[src/rtl/ascii_num_parser.sv]
// Parses an ASCII stream of signed decimal integers into two's-complement words for the number RAM.
// Define ASCII_NUM_HEX_EN to also accept 0x/0X-prefixed hexadecimal numbers.
module ascii_num_parser #(
   parameter int DATA_WIDTH = 32,
   parameter int DEPTH      = 2048,
   parameter int ADDR_WIDTH = 11
) (
   input  logic                  clk,
   input  logic                  rst_n,
   input  logic                  start,
   input  logic                  in_valid,
   input  logic [7:0]            in_data,
   input  logic                  in_last,
   output logic                  in_ready,
   output logic                  ram_clear,
   output logic                  ram_wr_en,
   output logic [ADDR_WIDTH-1:0] ram_wr_addr,
   output logic [DATA_WIDTH-1:0] ram_wr_data,
   output logic [ADDR_WIDTH:0]   num_count,
   output logic                  busy,
   output logic                  done,
   output logic                  error
);

   localparam int CW = ADDR_WIDTH + 1;
   localparam int MW = DATA_WIDTH + 1;
   localparam int EW = DATA_WIDTH + 6;
   localparam logic [CW-1:0]         DEPTH_C = CW'(DEPTH);
   localparam logic [MW-1:0]         MAG_MIN = {2'b01, {(DATA_WIDTH - 1){1'b0}}};
   // Any magnitude above MAG_MIN overflows for both signs, so the accumulator pins one past it.
   localparam logic [MW-1:0]         MAG_CAP = MAG_MIN + MW'(1);
   localparam logic [DATA_WIDTH-1:0] POS_MAX = {1'b0, {(DATA_WIDTH - 1){1'b1}}};
   localparam logic [DATA_WIDTH-1:0] NEG_MIN = {1'b1, {(DATA_WIDTH - 1){1'b0}}};

   typedef enum logic [2:0] {StIdle, StClearWait, StParse, StFlush, StDone} state_e;

   state_e                state_q, state_d;
   logic [CW-1:0]         clr_cnt_q, clr_cnt_d;
   logic [MW-1:0]         acc_q, acc_d;
   logic                  neg_q, neg_d;
   logic                  in_num_q, in_num_d;
   logic [CW-1:0]         num_count_q, num_count_d;
   logic                  error_q, error_d;
   logic                  ram_clear_q, ram_clear_d;
   logic                  wr_en_q, wr_en_d;
   logic [ADDR_WIDTH-1:0] wr_addr_q, wr_addr_d;
   logic [DATA_WIDTH-1:0] wr_data_q, wr_data_d;
`ifdef ASCII_NUM_HEX_EN
   logic                  hex_q, hex_d;
   logic                  first_zero_q, first_zero_d;
   logic                  is_x;
`endif

   logic                  is_delim, is_minus, is_digit;
   logic [3:0]            dig_val;
   logic [EW-1:0]         prod;
   logic [MW-1:0]         acc_next;
   logic [DATA_WIDTH-1:0] emit_val;
   logic                  emit_ovf;
   logic                  emit, clear_num;

   always_comb begin
      is_delim = (in_data == 8'h20) || (in_data == 8'h2C) || (in_data == 8'h0A) ||
                 (in_data == 8'h0D) || (in_data == 8'h09);
      is_minus = (in_data == 8'h2D);
      is_digit = 1'b0;
      dig_val  = 4'd0;
      if (in_data >= 8'h30 && in_data <= 8'h39) begin
         is_digit = 1'b1;
         dig_val  = 4'(in_data - 8'h30);
      end
`ifdef ASCII_NUM_HEX_EN
      is_x = (in_data == 8'h78) || (in_data == 8'h58);
      if (hex_q && in_data >= 8'h61 && in_data <= 8'h66) begin
         is_digit = 1'b1;
         dig_val  = 4'(in_data - 8'h57);
      end else if (hex_q && in_data >= 8'h41 && in_data <= 8'h46) begin
         is_digit = 1'b1;
         dig_val  = 4'(in_data - 8'h37);
      end
`endif
   end

   always_comb begin
      prod = (EW'(acc_q) << 3) + (EW'(acc_q) << 1) + EW'(dig_val);
`ifdef ASCII_NUM_HEX_EN
      if (hex_q) prod = (EW'(acc_q) << 4) + EW'(dig_val);
`endif
      acc_next = (prod > EW'(MAG_CAP)) ? MAG_CAP : prod[MW-1:0];
   end

   always_comb begin
      emit_ovf = 1'b0;
      emit_val = acc_q[DATA_WIDTH-1:0];
      if (neg_q) begin
         if (acc_q > MAG_MIN) begin
            emit_val = NEG_MIN;
            emit_ovf = 1'b1;
         end else begin
            emit_val = -acc_q[DATA_WIDTH-1:0];
         end
      end else if (acc_q >= MAG_MIN) begin
         emit_val = POS_MAX;
         emit_ovf = 1'b1;
      end
   end

   always_comb begin
      state_d     = state_q;
      clr_cnt_d   = clr_cnt_q;
      acc_d       = acc_q;
      neg_d       = neg_q;
      in_num_d    = in_num_q;
      num_count_d = num_count_q;
      error_d     = error_q;
      ram_clear_d = 1'b0;
      wr_en_d     = 1'b0;
      wr_addr_d   = wr_addr_q;
      wr_data_d   = wr_data_q;
      emit        = 1'b0;
      clear_num   = 1'b0;
`ifdef ASCII_NUM_HEX_EN
      hex_d        = hex_q;
      first_zero_d = first_zero_q;
`endif
      unique case (state_q)
         StIdle: begin
            if (start) begin
               state_d     = StClearWait;
               ram_clear_d = 1'b1;
               clr_cnt_d   = '0;
               num_count_d = '0;
               error_d     = 1'b0;
               clear_num   = 1'b1;
            end
         end
         StClearWait: begin
            // The RAM needs DEPTH cycles after the clear pulse before it accepts writes.
            if (clr_cnt_q == DEPTH_C) state_d = StParse;
            else clr_cnt_d = clr_cnt_q + CW'(1);
         end
         StParse: begin
            if (in_valid) begin
               if (is_delim) begin
                  emit      = in_num_q;
                  clear_num = 1'b1;
                  if (neg_q && !in_num_q) error_d = 1'b1;
               end else if (is_minus) begin
                  if (!in_num_q && !neg_q) neg_d = 1'b1;
                  else error_d = 1'b1;
               end else if (is_digit) begin
                  acc_d    = acc_next;
                  in_num_d = 1'b1;
`ifdef ASCII_NUM_HEX_EN
                  first_zero_d = !in_num_q && (in_data == 8'h30);
`endif
               end
`ifdef ASCII_NUM_HEX_EN
               else if (is_x && first_zero_q) begin
                  hex_d        = 1'b1;
                  first_zero_d = 1'b0;
               end
`endif
               else begin
                  error_d = 1'b1;
               end
               if (in_last) state_d = StFlush;
            end
         end
         StFlush: begin
            emit      = in_num_q;
            clear_num = 1'b1;
            if (neg_q && !in_num_q) error_d = 1'b1;
            state_d = StDone;
         end
         StDone: state_d = StIdle;
         default: state_d = StIdle;
      endcase

      if (clear_num) begin
         acc_d    = '0;
         neg_d    = 1'b0;
         in_num_d = 1'b0;
`ifdef ASCII_NUM_HEX_EN
         hex_d        = 1'b0;
         first_zero_d = 1'b0;
`endif
      end

      if (emit) begin
         if (num_count_q == DEPTH_C) begin
            error_d = 1'b1;
         end else begin
            wr_en_d     = 1'b1;
            wr_addr_d   = num_count_q[ADDR_WIDTH-1:0];
            wr_data_d   = emit_val;
            num_count_d = num_count_q + CW'(1);
         end
         if (emit_ovf) error_d = 1'b1;
      end
   end

   always_ff @(posedge clk or negedge rst_n) begin
      if (!rst_n) begin
         state_q      <= StIdle;
         clr_cnt_q    <= '0;
         acc_q        <= '0;
         neg_q        <= 1'b0;
         in_num_q     <= 1'b0;
         num_count_q  <= '0;
         error_q      <= 1'b0;
         ram_clear_q  <= 1'b0;
         wr_en_q      <= 1'b0;
         wr_addr_q    <= '0;
         wr_data_q    <= '0;
`ifdef ASCII_NUM_HEX_EN
         hex_q        <= 1'b0;
         first_zero_q <= 1'b0;
`endif
      end else begin
         state_q      <= state_d;
         clr_cnt_q    <= clr_cnt_d;
         acc_q        <= acc_d;
         neg_q        <= neg_d;
         in_num_q     <= in_num_d;
         num_count_q  <= num_count_d;
         error_q      <= error_d;
         ram_clear_q  <= ram_clear_d;
         wr_en_q      <= wr_en_d;
         wr_addr_q    <= wr_addr_d;
         wr_data_q    <= wr_data_d;
`ifdef ASCII_NUM_HEX_EN
         hex_q        <= hex_d;
         first_zero_q <= first_zero_d;
`endif
      end
   end

   assign in_ready    = (state_q == StParse);
   assign busy        = (state_q != StIdle);
   assign done        = (state_q == StDone);
   assign ram_clear   = ram_clear_q;
   assign ram_wr_en   = wr_en_q;
   assign ram_wr_addr = wr_addr_q;
   assign ram_wr_data = wr_data_q;
   assign num_count   = num_count_q;
   assign error       = error_q;

endmodule
[config.mk]
export PLATFORM = sky130hd
export DESIGN_NAME = ascii_num_parser
export DESIGN_NICKNAME = d
export VERILOG_FILES = /design/src/rtl/ascii_num_parser.sv
export SDC_FILE = /design/constraint.sdc
export NUM_CORES = 1
export LEC_CHECK = 0
export ABC_AREA = 1
export BUFFER_PORTS_ARGS = -buffer_cell sky130_fd_sc_hd__buf_4
export CORE_MARGIN = 2
export CORE_UTILIZATION = 35
export CTS_CLUSTER_SIZE = 40
export DETAILED_ROUTE_END_ITERATION = 6
export SLEW_MARGIN = 20
export SYNTH_ARGS = -nofsm -noshare
export SYNTH_HDL_FRONTEND = slang
export SYNTH_SLANG_ARGS = --single-unit
[constraint.sdc]
create_clock -name clk -period 3.6 [get_ports clk]
set_input_delay 0.18 -clock clk [delete_from_list [all_inputs] [get_ports clk]]
set_output_delay 0.18 -clock clk [all_outputs]
set_load 0.01 [all_outputs]
==> metrics.yaml, run 1 <==
synthCells: 1430
vias: 9336
required_ns: 3.89
die-area_um2: 27540
synth_top_area_cell: "dfrtp_1"
synth_top_area_share_pct: 29.44
grt_use_total_pct: 19.95
syn_nets: 1515
insertion_delay_ns: 0.35
clockRootBuffer: "clkbuf_16"
cts_sinks: 108
r2r_start: "acc_q[0]$_DFFE_PN0P_"
mappedNetlistArea_um2: 9180
cellPowerDensity_nw_per_um2: 223.5
start_kind: "flip-flop"
drv_cap: 0
crit_path_start: "acc_q[0]$_DFFE_PN0P_"
routed_wl_mm: 27.69
end_kind: "flip-flop"
drc: 0
rrSetupSlack_ns: 0.19
syn_to_final_growth_pct: 18.73
clk_pin_slew_ns: 0.08
holdPathEnd: "state_q[1]$_DFFE_PN0P_"
synth-warning-count: 0
grt_start_max_net_pins: 52
fmax_mhz: 292.9
p_sw_share_pct: 26.33
portBuffers: 73
hold_viol: 0
r2r-end: "acc_q[24]$_DFFE_PN0P_"
fin_crit_sh_pct: 94.85
synth_edf_count: 0
min_path_type: "in -> reg"
grt_pass1_wl_mm: 45.27
ys_async_sr_fraction_pct: 100.0
core_area_um2: 25910
drt_iter0_drc: 687
cts_tree: "built"
clk_path_buf_depth: 2
wl_per_cell_um: 14.67
final_max_slew_viol_count: 0
irDropWorstVdd_uv: 222.9
io_pins: 74
viasPerCell: 4.948
holdPathStages: 3
pwr-share-seq_pct: 50.9
layout_setup_ws_ns: 0.1853
intPower_mw: 1.794
drt_pass1_iterations: 6
cp_max_fo: 16
antenna_found_initial: 0
ys_ff_latch: 108
holdWs_ns: 0.1710
crit_type: "reg -> reg"
p_sw_mw: 0.6413
die_h_um: 166.0
power_frac_comb_pct: 9.7
worst_pin_slew_ns: 0.7623
worstHoldStart: "start"
seq_area_frac_synth_pct: 29.44
place_congestion: 0.9474
netlist_top_cells_area: "dfrtp_1 29%, nand2_1 20%, ha_1 9.5%"
rr_worst_depth: 22
rows: 59
grt-ovfl-total: 0
dp_slack_ns: -0.1960
nets: 1632
clock_skew_ns: 0.01179
diodes: 0
cts_buffers: 9
p_clk_share_pct: 39.4
synth_cell_types: 49
synthFlopType: "dfrtp_1"
die-width_um: 166.0
worst_ep_arrival_time_ns: 3.71
initial_core_util_pct: 35.43
dpl.hpwl_mm: 22.31
status: "completed"
p_leak_nw: 6.140
avgSynthCellArea_um2: 6.420
grt_pass1_vias: 8921
postCtsSetupBuffers: 0
setup_tns_ns: 0
htreeDepth: 3
slew_headroom_pct: 49.07
ant_nets: 0
fin_crit_ns: 3.415
drive_above_1_share_pct: 12.56
setup_viol: 0
## per-layer routing
metal | vias to the layer above | routed length [µm] | global-route usage, %
li1 | 4807 | - | -
met5 | - | 0 | 0
met1 | 4308 | 13850 | 28.95
met4 | 0 | 378 | 4.575
met3 | 26 | 1164 | 1.740
met2 | 195 | 12290 | 32.29
## synth_stat cells (3+ instances only)
library cell / count
o21ai_1: 11
and2_1: 4
o21ai_0: 62
xnor2_1: 10
o21bai_1: 4
nor4_1: 8
inv_1: 209
mux2i_1: 3
nand3b_1: 10
nor2_1: 135
nand3_1: 90
dfrtp_1: 108
o22ai_1: 14
xor2_1: 18
ha_1: 70
buf_2: 4
buf_4: 4
a2bb2oi_1: 12
inv_2: 4
nor2_2: 3
clkbuf_1: 19
nand2_1: 497
nor3_1: 29
a21oi_1: 50
nand4_1: 22
## kinds of logic after synthesis
group | count (synthesis) | share of synthesized area (%)
compound gates | 164 | 10.18
xor+xnor | 28 | 2.671
fa+ha+maj | 72 | 9.977
buf+inv | 241 | 10.15
flops | 108 | 29.44
mux | 3 | 0.3271
simple gates | 814 | 37.25
## power groups by stage
stage | Sequential (mW) | Combinational [mW] | Clock, mW
floorplan | 1.26 | 0.133 | 0
global placement | 1.26 | 0.220 | 0
detailed placement | 1.26 | 0.222 | 0
CTS | 1.24 | 0.224 | 0.980
global route | 1.24 | 0.268 | 1.02
finish | 1.24 | 0.236 | 0.959
## cell type report
| type | count | area [µm²] |
|---|---|---|
| inverter | 213 | 799.5 |
| clock buffer | 10 | 229.0 |
| multi-input combinational | 1081 | 5638 |
| fill | 2746 | 15010 |
| tap | 335 | 419.2 |
| timing repair buffer | 134 | 1056 |
| sequential | 108 | 2703 |
| clock inverter | 6 | 55.05 |
## how the worst max path moves through the flow
stage,endpoint
2_1_floorplan,acc_q[4]$_DFFE_PN0P_
3_3_place_gp,acc_q[0]$_DFFE_PN0P_
3_5_place_dp,acc_q[0]$_DFFE_PN0P_
4_1_cts,acc_q[0]$_DFFE_PN0P_
5_1_grt,acc_q[31]$_DFFE_PN0P_
6_report,acc_q[24]$_DFFE_PN0P_
## through the flow
step / power, mW / area [µm²] / std cells / util, %
floorplan: 1.394 / 9180 / 1430 / -
global placement: 1.484 / 10470 / 1868 / 40.41
detailed placement: 1.486 / 10470 / 1868 / 40.41
CTS: 2.444 / 10770 / 1885 / 41.55
global route: 2.534 / 10900 / 1887 / 42.06
finish: 2.436 / 10900 / 1887 / 42.06
## sequential cells by signal (all words and copies together) (netlist names), 3 cells and up
name	flops
acc_q	33
ram_wr_data	32
clr_cnt_q	12
num_count	12
ram_wr_addr	11
state_q	3
## cells in the final DEF, fill, tap and decap left out, types with 3 or more instances in the layout
cell	instances
clkbuf_16	11
nand4_1	22
nand2_1	483
xnor2_1	10
ha_1	70
o22ai_1	14
inv_1	208
nand3_2	5
nand3_1	86
inv_2	5
o21ai_0	62
o21ai_1	11
a2bb2oi_1	12
nor3_1	29
nand3b_1	10
dfrtp_1	108
buf_4	130
o21bai_1	4
a21oi_1	49
nor2_2	8
xor2_1	18
clkinv_4	3
mux2i_1	3
and2_1	3
nand2_2	14
nor4_1	7
nor2_1	130
## worst max-delay path: stages (launching register included)
cell and delay [ns]:
dfrtp_1 0.36, inv_2 0.06, fa_1 0.53, inv_1 0.07, buf_4 0.14, ha_1 0.29
nand2_1 0.07, nand2_2 0.09, nand3_1 0.09, nand2_1 0.11, nand2_2 0.09, nand2_4 0.11
nand2_1 0.06, nand2_2 0.10, nand2_1 0.08, nor3_1 0.15, nand2_1 0.07, nor2_1 0.22
nand3_1 0.17, nand2_4 0.15, clkbuf_16 0.19, nand3_1 0.08, nand2_1 0.06
## timing repair
action,CTS,global route
endpoints found under the hold margin,49,0
endpoints found under the setup margin,0,32
hold buffers,1,0
resized for setup,0,28
Note: power is estimated with default switching activity, not from simulation.
==> run 2, diff against run 1 <==
==> constraint.sdc (replaced) <==
create_clock -name clk -period 3.6 [get_ports clk]
set_input_delay 0.36 -clock clk [delete_from_list [all_inputs] [get_ports clk]]
set_output_delay 0.36 -clock clk [all_outputs]
set_load 0.01 [all_outputs]
==> run 2 against run 1 <==
Against the previous run:
- cell count increased by 1.2%
- hold slack got worse by 0.15 ns
- via count increased by 0.25%
==> metrics.yaml, run 2 (synthesized netlist as in run 1, its figures left out) <==
status: "completed"
clock_skew_ns: 0.01469  # +0.002902 ns
p_leak_nw: 6.255  # +1.9%
vias: 9359  # +0.25%
routed_wl_mm: 27.37  # -1.1%
fin_cells: 1910  # +1.2%
cellPowerDensity_nw_per_um2: 227.2  # +1.7%
grt_pass1_wl_mm: 44.89  # -0.84%
grt_start_max_net_pins: 51  # -1.9%
required_ns: 3.87  # -0.02 ns
cts_buffers: 9  # unchanged
regMostFlops: "acc_q"
worst_pin_slew_ns: 0.6769  # -0.08543 ns
layout_setup_ws_ns: 0.1911  # +0.005724 ns
fin_crit_sh_pct: 94.69  # -0.16 points
drt_iter0_drc: 705  # +2.6%
diodes: 0  # unchanged
drt_pass1_iterations: 5  # -1
setup_viol: 0  # unchanged
syn_to_final_growth_pct: 21.29
initial_core_util_pct: 35.43  # unchanged
rows: 59  # unchanged
grt-ovfl-total: 0  # unchanged
drv_cap: 0  # unchanged
dpl.hpwl_mm: 22.14  # -0.79%
clk_path_buf_depth: 2  # unchanged
clk_pin_slew_ns: 0.08  # about the same
rr_worst_depth: 23  # +4.5%
layout.cells.most_common: "nand2_1"
crit_top_cell: "nand2_1"
holdWs_ns: 0.02575  # -0.1452 ns
fmax_mhz: 293.3  # +0.17%
core_area_um2: 25910  # unchanged
cts_tree: "built"
clockRootBuffer: "clkbuf_16"
largest_reg_flops: 33  # unchanged
fin_crit_ns: 3.409  # -0.005724 ns
hold_viol: 0  # unchanged
critical_path.max_stage_delay_ns: 0.49  # -0.04 ns
slew_headroom_pct: 54.77  # +5.7 points
worst_ep_arrival_time_ns: 3.68  # -0.03 ns
nets: 1655  # +1.4%
portBuffers: 73  # unchanged
crit_slowest_cell: "fa_1"
grt_use_total_pct: 19.74  # -0.21 points
irDropWorstVdd_uv: 250.8  # +13%
final_cell_mix: "484 x nand2_1, 209 x inv_1, 154 x buf_4"
crit_buf_inv: 4  # unchanged
htreeDepth: 3  # unchanged
io_pins: 74  # unchanged
drive_above_1_share_pct: 14.10  # +1.5 points
wl_per_cell_um: 14.33  # -2.3%
die-width_um: 166.0  # unchanged
insertion_delay_ns: 0.36  # about the same
dp_slack_ns: -0.2510  # -0.05506 ns
drc: 0  # unchanged
grt_pass1_vias: 8871  # -0.56%
cp_max_fo: 16  # unchanged
cts_sinks: 108  # unchanged
ant_nets: 0  # unchanged
min_path_type: "in -> async"
critPathTopFamily: "simple AND/OR/NAND/NOR gates"
dp_cells: 1892  # +1.3%
die_h_um: 166.0  # unchanged
start_kind: "input port"
die-area_um2: 27540  # unchanged
final_max_slew_viol_count: 0  # unchanged
end_kind: "flip-flop"
place_congestion: 0.9481  # about the same
antenna_found_initial: 0  # unchanged
crit_type: "in -> reg"
cts_hold_buf: 0  # -1
worst-path-stages: 26  # +18%
viasPerCell: 4.900  # -0.96%
run 2: cell count changes in the layout (fill, tap and decap cells not counted), sizes merged:
cell         change
buf             +24
bufinv           +1
clkinv           -2
dlygate4sd3      -1
inv              +1
run 2: where the power goes:
part	internal [mW]	leakage, nW	switching, mW
Clock	0.573	0.156	0.473
Sequential	1.22	1.46	0.0168
Combinational	0.0913	4.64	0.151
run 2: worst reg2reg max path: stages (launching register included):
cell       delay [ns]
dfrtp_1          0.35
inv_1            0.09
fa_1             0.54
inv_1            0.06
ha_1             0.32
nand2_1          0.06
nand2_1          0.10
and2_1           0.20
buf_4            0.13
nand3_1          0.12
nand3_1          0.11
nand2_1          0.05
nand2_1          0.16
nand2_1          0.09
nor2_1           0.08
nand2_1          0.06
nor2_1           0.10
nand2_1          0.06
nand2_1          0.07
nand2_2          0.07
nand2_4          0.12
clkbuf_16        0.19
nand2_1          0.06
o21ai_0          0.07
run 2: final timing paths:
kind | startpoint | to | slack, ns
worst max-delay path | in_data[7] | acc_q[9]$_DFFE_PN0P_ | 0.19
worst min-delay path | rst_n | clr_cnt_q[11]$_DFFE_PN0P_ | 0.03
worst max register to register | acc_q[0]$_DFFE_PN0P_ | acc_q[9]$_DFFE_PN0P_ | 0.27
worst min register to register | ram_wr_data[28]$_DFFE_PN0P_ | ram_wr_data[28]$_DFFE_PN0P_ | 0.48
max in group asynchronous | rst_n | acc_q[19]$_DFFE_PN0P_ | 2.69
min in group clk | start | state_q[1]$_DFFE_PN0P_ | 0.32
run 2: per-layer routing:
layer / up-vias / track usage [%] / part of all wire [%]
li1: 4849 / - / -
met2: 227 / 31.93 / 45
met1: 4261 / 28.85 / 49
met5: - / 0 / 0
met4: 0 / 4.272 / 1.3
met3: 22 / 1.573 / 4.7
run 2: per-stage QoR:
stage / power, mW / utilization (%) / TNS [ns] / instance area [µm²]
2_1_floorplan: 1.394 / - / 0 / 9180
3_3_place_gp: 1.492 / 41.11 / -4.853 / 10650
3_5_place_dp: 1.493 / 41.11 / -5.773 / 10650
4_1_cts: 2.536 / 42.32 / 0 / 10970
5_1_grt: 2.636 / 42.97 / -0.02366 / 11130
6_report: 2.530 / 42.97 / 0 / 11130
run 2: final cells by class:
cell class,count,area (µm²)
repair buffers,157,1226
clock buffers,10,239.0
fillers,2750,14780
clock inverters,6,76.32
inverters,213,799.5
flip-flops and latches,108,2703
multi-input cells,1081,5672
well taps,335,419.2
run 2: repair_timing:
action,4_1_cts,5_1_grt
endpoints found under the setup margin,0,32
resized for setup,0,33
setup buffers,0,0
==> run 3, diff against run 2 <==
BUFFER_PORTS_ARGS = default   (was -buffer_cell sky130_fd_sc_hd__buf_4)
DONT_BUFFER_PORTS = 1   (was default)
PLACE_DENSITY = 0.6   (was default)
==> run 3 against run 2 <==
Against the previous run:
- clock skew fell by 0.0041 ns
- utilization fell by 2.7 points
- die area did not move
- sequential power barely moved
- total power fell by 0.99%
- critical path type is now reg -> reg
- largest power group unchanged
==> metrics.yaml, run 3 (synthesized netlist as in run 1, its figures left out) <==
status: "completed"
diodes: 0  # unchanged
drive_above_1_share_pct: 8.345  # -5.8 points
fill_cells: 2750  # unchanged
clk_path_buf_depth: 2  # unchanged
p_leak_nw: 5.808  # -7.2%
htreeDepth: 3  # unchanged
viasPerCell: 5.032  # +2.7%
cts_tree: "built"
drv_cap: 0  # unchanged
fin_crit_ns: 3.329  # -0.07980 ns
hold_viol: 0  # unchanged
clk_pin_slew_ns: 0.08  # about the same
drt_pass1_iterations: 6  # +1
wl_per_cell_um: 14.71  # +2.7%
die-width_um: 166.0  # unchanged
grt_use_total_pct: 18.98  # -0.76 points
die_h_um: 166.0  # unchanged
antenna_found_initial: 0  # unchanged
crit_type: "reg -> reg"
final_cell_mix: "487 x nand2_1, 208 x inv_1, 132 x nor2_1"
place_congestion: 0.9091  # -4.1%
dp_slack_ns: -0.2247  # +0.02635 ns
rsz0062_at_grt: "no"
grt-ovfl-total: 0  # unchanged
io_pins: 74  # unchanged
largest_reg_flops: 33  # unchanged
portBuffers: 0  # -100%
grt_pass1_vias: 8510  # -4.1%
insertion_delay_ns: 0.36  # about the same
setup_tns_ns: 0  # unchanged
syn_to_final_growth_pct: 13.68
irDropWorstVdd_uv: 307.9  # +23%
grt_pass1_wl_mm: 43.21  # -3.7%
layout.cells.most_common: "nand2_1"
start_kind: "flip-flop"
clockRootBuffer: "clkbuf_16"
setup_viol: 0  # unchanged
layout_setup_ws_ns: 0.2709  # +0.07980 ns
cp_max_fo: 16  # unchanged
cellPowerDensity_nw_per_um2: 240.0  # +5.6%
core_area_um2: 25910  # unchanged
clock_skew_ns: 0.01054  # -0.004148 ns
drt_iter0_drc: 666  # -5.5%
worst_pin_slew_ns: 0.6816  # +0.004731 ns
final_max_slew_viol_count: 0  # unchanged
worst_ep_arrival_time_ns: 3.63  # -0.05 ns
rows: 59  # unchanged
regMostFlops: "acc_q"
slew_headroom_pct: 54.51  # -0.27 points
end_kind: "flip-flop"
drc: 0  # unchanged
holdWs_ns: 0.2270  # +0.2013 ns
vias: 9164  # -2.1%
post-route-util_pct: 40.28  # -2.7 points
postCtsSetupBuffers: 0  # unchanged
initial_core_util_pct: 35.43  # unchanged
ant_nets: 0  # unchanged
cts_buffers: 9  # unchanged
required_ns: 3.90  # +0.03 ns
dpl.hpwl_mm: 21.41  # -3.3%
grt_start_max_net_pins: 109  # +110%
fin_crit_sh_pct: 92.48  # -2.2 points
nets: 1566  # -5.4%
routed_wl_mm: 26.79  # -2.1%
fmax_mhz: 300.4  # +2.4%
cts_sinks: 108  # unchanged
min_path_type: "in -> reg"
die-area_um2: 27540  # unchanged
==> run 3: cell types whose count changed in the layout (fill, tap and decap cells not counted), sizes merged <==
cell,delta
dlygate4sd3,+1
clkinvlp,+1
buf,-90
clkbuf,-1
==> run 3: path summary, 6_finish.rpt <==
kind	startpoint	to	slack, ns	depth (start not counted)
min in group asynchronous	rst_n	clr_cnt_q[0]$_DFFE_PN0P_	0.60	2
worst max-delay path	acc_q[5]$_DFFE_PN0P_	acc_q[5]$_DFFE_PN0P_	0.27	20
max in group asynchronous	rst_n	acc_q[6]$_DFFE_PN0P_	2.58	2
worst min register to register	clr_cnt_q[10]$_DFFE_PN0P_	clr_cnt_q[10]$_DFFE_PN0P_	0.54	3
worst min-delay path	start	state_q[1]$_DFFE_PN0P_	0.23	2
worst max register to register	acc_q[5]$_DFFE_PN0P_	acc_q[5]$_DFFE_PN0P_	0.27	20
==> run 3: repair_timing <==
action | CTS | global route
endpoints found under the setup margin | 0 | 32
hold endpoints to repair | 108 | 0
gates resized for setup | 0 | 22
hold buffers | 2 | 0
==> run 3: per-layer routing <==
metal | up-vias | global-route usage (%) | wire (µm)
met5 | - | 0 | 0
met4 | 0 | 4.726 | 439
met3 | 30 | 2.145 | 1352
met2 | 225 | 31.05 | 12130
met1 | 4231 | 26.80 | 12870
li1 | 4678 | - | -
==> run 3: worst max-delay path: stages (launching register included) <==
cell       delay [ns]
dfrtp_1          0.48
ha_1             0.34
ha_1             0.37
nand2_1          0.17
inv_1            0.09
a21oi_1          0.24
nand2_2          0.12
nand2_1          0.11
nand3b_1         0.09
nand2_1          0.16
nand2_1          0.11
nor2_1           0.10
nand3_1          0.11
nor2_1           0.12
nand2_1          0.06
nand2_1          0.05
nand2_1          0.08
nand2_4          0.13
clkbuf_16        0.19
nand3_1          0.07
nand2_1          0.07
==> run 3: metrics by stage <==
step	power, mW	instance area (µm²)	cells
final	2.505	10440	1821
after global routing	2.593	10440	1821
after CTS	2.511	10330	1819
after detailed placement	1.449	9981	1801
after global placement	1.448	9981	1801
after floorplan	1.394	9180	1430
==> run 3: power by group <==
part | switching, mW | internal (mW)
sequential | 0.0180 | 1.22
combinational | 0.143 | 0.0799
clock | 0.486 | 0.554
total | 0.646 | 1.86
==> run 3: layout make-up <==
| class | count | area, µm² | area share [%] |
|---|---|---|---|
| multi-input cells | 1081 | 5613 | 53.78 |
| well taps | 335 | 419.2 | 4.016 |
| flip-flops and latches | 108 | 2704 | 25.91 |
| clock buffers | 9 | 225.2 | 2.158 |
| clock inverters | 7 | 82.58 | 0.7913 |
| inverters | 213 | 799.5 | 7.661 |
| repair buffers | 68 | 593.1 | 5.683 |
